`config.mk`:
```
export PLATFORM = sky130hd
export DESIGN_NAME = coin_acceptor
export DESIGN_NICKNAME = d
export VERILOG_FILES = /design/src/rtl/coin_pkg.sv /design/src/rtl/coin_debounce.sv /design/src/rtl/coin_acceptor.sv
export SDC_FILE = /design/constraint.sdc
export NUM_CORES = 1
export LEC_CHECK = 0
export BUFFER_PORTS_ARGS = -buffer_cell sky130_fd_sc_hd__buf_2
export CAP_MARGIN = 5
export CELL_PAD_IN_SITES_DETAIL_PLACEMENT = 0
export CELL_PAD_IN_SITES_GLOBAL_PLACEMENT = 1
export CORE_MARGIN = 4
export CORE_UTILIZATION = 45
export DETAILED_ROUTE_END_ITERATION = 10
export PLACE_DENSITY = 0.8
export SLEW_MARGIN = 5
export SYNTH_ARGS = -nofsm -noshare
export SYNTH_HDL_FRONTEND = slang
export SYNTH_SLANG_ARGS = --single-unit
```
`constraint.sdc`:
```
create_clock -name clk -period 3 [get_ports clk]
set_input_delay 0.3 -clock clk [delete_from_list [all_inputs] [get_ports clk]]
set_output_delay 0.3 -clock clk [all_outputs]
set_load 0.02 [all_outputs]
```
`src/rtl/coin_pkg.sv`:
```
// coin_pkg: coin codes and denominations shared by the coin acceptor slice
package coin_pkg;
    typedef enum logic [1:0] {NONE, NICKEL, DIME, QUARTER} coin_t;
    localparam int NICKEL_CENTS  = 5;
    localparam int DIME_CENTS    = 10;
    localparam int QUARTER_CENTS = 25;
endpackage

```
`src/rtl/coin_debounce.sv`:
```
// coin_debounce: 2-FF synchroniser, debounce counter and rising-edge pulse for one coin switch
module coin_debounce #(
    parameter int DEBOUNCE_CYCLES = 4
) (
    input  logic clk,
    input  logic reset,
    input  logic i_raw,
    output logic o_rise
);
    localparam int CW = $clog2(DEBOUNCE_CYCLES + 1);
    logic [1:0]    r_sync;
    logic          r_level;
    logic          r_rise;
    logic [CW-1:0] r_cnt;
    // the sample that completes the run flips the level, so a held switch lands DEBOUNCE_CYCLES+2 edges in
    always_ff @(posedge clk or posedge reset) begin
        if (reset) begin
            r_sync  <= '0;
            r_level <= 1'b0;
            r_rise  <= 1'b0;
            r_cnt   <= '0;
        end else begin
            r_sync <= {r_sync[0], i_raw};
            r_rise <= 1'b0;
            if (r_sync[1] == r_level) begin
                r_cnt <= '0;
            end else if (r_cnt == CW'(DEBOUNCE_CYCLES - 1)) begin
                r_cnt   <= '0;
                r_level <= r_sync[1];
                r_rise  <= r_sync[1];
            end else begin
                r_cnt <= r_cnt + 1'b1;
            end
        end
    end
    assign o_rise = r_rise;
endmodule

```
`src/rtl/coin_acceptor.sv`:
```
// coin_acceptor: debounces coin switches, queues insertions and releases one coin pulse at a time
module coin_acceptor
    import coin_pkg::*;
#(
    parameter int DEBOUNCE_CYCLES = 4,
    parameter int FIFO_DEPTH      = 4,
    parameter int PRICE           = 50
) (
    input  logic                          clk,
    input  logic                          reset,
    input  logic                          nickel_in,
    input  logic                          dime_in,
    input  logic                          quarter_in,
    input  logic                          core_busy,
    input  logic                          core_refund,
    input  logic [6:0]                    core_balance,
    output logic                          nickel,
    output logic                          dime,
    output logic                          quarter,
    output logic [$clog2(FIFO_DEPTH):0]   pending,
    output logic [2:0]                    reject,
    output logic                          fifo_full
);
    localparam int AW = $clog2(FIFO_DEPTH);
    logic [2:0]  w_rise;
    logic [2:0]  w_win;
    coin_t       w_code;
    coin_t       w_head;
    logic        w_full;
    logic        w_ready;
    logic        w_push;
    coin_t       r_mem [FIFO_DEPTH];
    logic [AW-1:0] r_wr;
    logic [AW-1:0] r_rd;
    logic [AW:0]   r_count;
    logic          r_cool;

    coin_debounce #(.DEBOUNCE_CYCLES(DEBOUNCE_CYCLES)) u_nickel (.clk(clk), .reset(reset), .i_raw(nickel_in),  .o_rise(w_rise[0]));
    coin_debounce #(.DEBOUNCE_CYCLES(DEBOUNCE_CYCLES)) u_dime   (.clk(clk), .reset(reset), .i_raw(dime_in),    .o_rise(w_rise[1]));
    coin_debounce #(.DEBOUNCE_CYCLES(DEBOUNCE_CYCLES)) u_quarter(.clk(clk), .reset(reset), .i_raw(quarter_in), .o_rise(w_rise[2]));

    // highest denomination wins a simultaneous insertion; the rest are rejected
    assign w_code  = w_rise[2] ? QUARTER : w_rise[1] ? DIME : w_rise[0] ? NICKEL : NONE;
    assign w_win   = w_rise[2] ? 3'b100 : w_rise[1] ? 3'b010 : (w_rise & 3'b001);
    assign w_full  = r_count == (AW+1)'(FIFO_DEPTH);
    assign w_head  = r_mem[r_rd];
    assign w_ready = (r_count != '0) && !core_busy && !core_refund && (core_balance < 7'(PRICE)) && !r_cool;
    assign w_push  = (w_code != NONE) && (!w_full || w_ready);
    assign reject  = (w_rise & ~w_win) | ((w_full && !w_ready) ? w_win : 3'b000);
    assign nickel    = w_ready && (w_head == NICKEL);
    assign dime      = w_ready && (w_head == DIME);
    assign quarter   = w_ready && (w_head == QUARTER);
    assign pending   = r_count;
    assign fifo_full = w_full;

    always_ff @(posedge clk) begin
        if (w_push)
            r_mem[r_wr] <= w_code;
    end

    always_ff @(posedge clk or posedge reset) begin
        if (reset) begin
            r_wr    <= '0;
            r_rd    <= '0;
            r_count <= '0;
            r_cool  <= 1'b0;
        end else begin
            r_cool <= w_ready;
            if (w_push)
                r_wr <= r_wr + 1'b1;
            if (w_ready)
                r_rd <= r_rd + 1'b1;
            if (w_push && !w_ready)
                r_count <= r_count + 1'b1;
            else if (!w_push && w_ready)
                r_count <= r_count - 1'b1;
        end
    end
endmodule
```
==> key figures <==
Finish
  – # nets final: roughly 160
  – P&R area growth vs syn: 14.2%
  – Share of cells above drive strength 1: roughly 29%
  – Commonest non-fill, non-tap cell in the layout: dfrtp_1
  – Reg area: slightly below 1000 um^2
  – Commonest non-fill, non-tap cells in the layout: 29 x dfrtp_1, 22 x buf_2, 10 x nor3b_1
  – Multi-input gate area: about 630 um^2
  – Util after Layout: a little over half
  – Fill cells: a little over 300
  – Antenna Cells: 0

Floorplan
  – Height of the chip: between 60 and 70 um
  – # IOs: 24
  – Die area: 4620 um^2
  – Die Wd: ~68 um
  – Row cnt: 21
  – Core area: between 3000 and 4000 um^2
  – Starting Density: a little under half

STA
  – Fmax: approximately 430 MHz
  – Hold Vio Cnt, Final: 0
  – RSZ-0062 raised after global routing: false
  – Worst-Margin Slew: 1060 ps
  – Period minus WS final: 2330 ps
  – Setup violators final: 0
  – Max-slew violation count: 0
  – Slew headroom: between 20% and 30%
  – Worst Clk Skew: about 9 ps
  – Fin Setup TNS: 0 ps
  – Part of the cycle the worst path needs: just under 80%

Detailed routing
  – Drt first pass iters: 3
  – WL/cell: 12.9 um
  – Routed Antenna Nets: 0
  – Vias: between 900 and 1,000
  – Drt drc: 0
  – Final wirelength: 2420 um
  – Drt first-iter violations: 11
  – Vias/cell: ~5.0

Critical path
  – Worst setup EP type: register
  – CP Data Required Time: about 3200 ps
  – Critical path fanouts, max: 10
  – Setup CP Type: register to register
  – Startpoint Class: register
  – Slowest cell on the critical path: dfrtp_1
  – WP data arrival: between 2000 and 3000 ps
  – CP Cell Sequence: nor3b_4, a21boi_2, nor2_1, ha_1, inv_1, fa_1, mux2_2
  – CP peak stage delay: approximately 500 ps

Synthesis
  – Cell taking the most area after synthesis: dfrtp_1
  – Synth Warn #: 0
  – Syn avg cell area: 14.6 um^2
  – Synth Instances: around 110
  – Post-Syn Area: 1620 um^2
  – Syn Nets: approximately 130
  – Seq/Total Area, Yosys: 59.6%
  – Largest cells by area after synthesis: dfrtp_1 45%, edfxtp_1 15%, ha_1 6.2%, nor3b_1 4.6%, mux4_1 3.2%
  – Synth unique cells: 29
  – Share of the synthesized area in the top cell type: roughly 45%
  – Number of synthesized register bits: 37

Placement
  – Final HPWL from detailed placement: 1860 um
  – Port bufs: 22
  – GP Congestion: 0.710

CTS
  – Max Root-Sink Buffers: 2
  – Total CTS buffers: 5
  – Worst-Skew Late Latency: ~340 ps
  – # Post-CTS Setup Buffers: 0
  – CTS tree: done
  – Clock Tree Root: clkbuf_4
  – Hold buffer count at CTS: 0
  – Worst-path clk slew: approximately 110 ps
  – Clock sink total: 37
  – Resized cells post-CTS: 0
  – H-tree depth: 2

Pwr
  – VDD IR-drop max: between 0.0004 and 0.0005 V
  – Leakage: 0.854 nW
  – PwrDens: just under 800 nW/um^2

Run status
  – Status: finished clean

Global routing
  – GRT Total Usage: between 10 and 15%
  – First-pass GRT wire length: ~4300 um
  – Vias in the first global route: between 900 and 1,000
  – Antenna violations before repair: 0
  – Gr ovfl total: 0
  – Largest net degree at the start of global routing: 30

Job
  – Max_cap viols: 0

Hold path
  – Worst Hold Class: primary input to register
worst max-delay path: cells and delay by family, from the launching register on:
kind,cells,cell delay [ps]
AO/OA/AOI/OAI,1,420
adder cells (fa/ha/maj),2,620
buffers and inverters,1,70
flip-flops,1,490
multiplexers,1,260
AND/OR/NAND/NOR,2,350
path summary, 6_finish.rpt:
check	from	to	slack [ps]	cells after the start
min in group asynchronous	reset	u_nickel.r_sync[1]	200	2
setup reg to reg	pending[0]	pending[1]	670	7
hold / removal	nickel_in	u_nickel.r_sync[0]	60	1
max in group asynchronous	reset	u_nickel.r_sync[0]	2160	2
hold reg to reg	u_nickel.r_sync[0]	u_nickel.r_sync[1]	350	0
setup / recovery	pending[0]	pending[1]	670	7
layout make-up:
type | count | area share [%]
inverter | 6 | 1.22
clock inverter | 3 | 0.947
clock buffer | 5 | 2.03
multi-input combinational | 68 | 34.1
tap | 46 | 3.11
timing repair buffer | 23 | 6.36
sequential | 37 | 52.2
sequential cells by signal (all words and copies together), names as in the netlist, 3 cells and up:
name / flops
pending: 3
r_mem: 8
u_dime.r_cnt: 3
u_nickel.r_cnt: 3
u_quarter.r_cnt: 3
layer usage:
| metal | up-vias | GRT usage [%] | routed length, um |
|---|---|---|---|
| li1 | 453 | - | - |
| met3 | 7 | 4.93 | 150 |
| met4 | 0 | 5.96 | 48 |
| met2 | 21 | 20.5 | 1160 |
| met5 | - | 0 | 0 |
| met1 | 457 | 15.0 | 1060 |
where the power goes:
part           internal (mW)  switching [mW]  total (mW)
clock network         0.0883           0.163       0.251
logic                  0.230           0.220       0.450
registers              0.634           0.108       0.742
cells by family after synthesis:
| family | count (synthesis) | synth area share [%] |
|---|---|---|
| xor gates and xnor gates | 8 | 4.32 |
| muxes | 6 | 6.02 |
| AOI/OAI and AO/OA | 9 | 5.10 |
| and+or+nand+nor | 36 | 16.1 |
| DFF | 37 | 59.6 |
| buffers and inverters | 6 | 1.39 |
| adders and majority gates | 9 | 7.41 |
cell usage after synthesis:
| cell type | instances |
|---|---|
| and3_1 | 2 |
| nand3_2 | 1 |
| and2_1 | 1 |
| nor2b_1 | 5 |
| o21a_1 | 2 |
| a21boi_2 | 1 |
| a21o_1 | 1 |
| or3_1 | 2 |
| mux4_1 | 2 |
| ha_1 | 8 |
| nor3_1 | 4 |
| o21ai_0 | 2 |
| nor2_1 | 2 |
| xnor2_1 | 6 |
| mux2_2 | 4 |
| nor3b_1 | 10 |
| or2_2 | 1 |
| dfrtp_1 | 29 |
| inv_1 | 6 |
| xor2_1 | 2 |
| fa_1 | 1 |
| nand4_1 | 1 |
| nand2_1 | 2 |
| edfxtp_1 | 8 |
| o311ai_4 | 1 |
| nor4_4 | 1 |
| and3b_1 | 3 |
| nor3b_4 | 1 |
| o22ai_1 | 2 |
through the flow:
stage | instance area [um^2] | instances | total power [mW] | hold slack, ps | worst slack, ps
5_1_grt | 1850 | 188 | 1.56 | 35.2 | 502
6_report | 1850 | 188 | 1.44 | 63.2 | 673
4_1_cts | 1850 | 188 | 1.47 | 41.8 | 652
3_5_place_dp | 1800 | 180 | 1.21 | 336 | 675
2_1_floorplan | 1620 | 111 | 1.08 | 331 | 633
3_3_place_gp | 1800 | 180 | 1.18 | 333 | 715
Power figures use the tool's default switching activity.
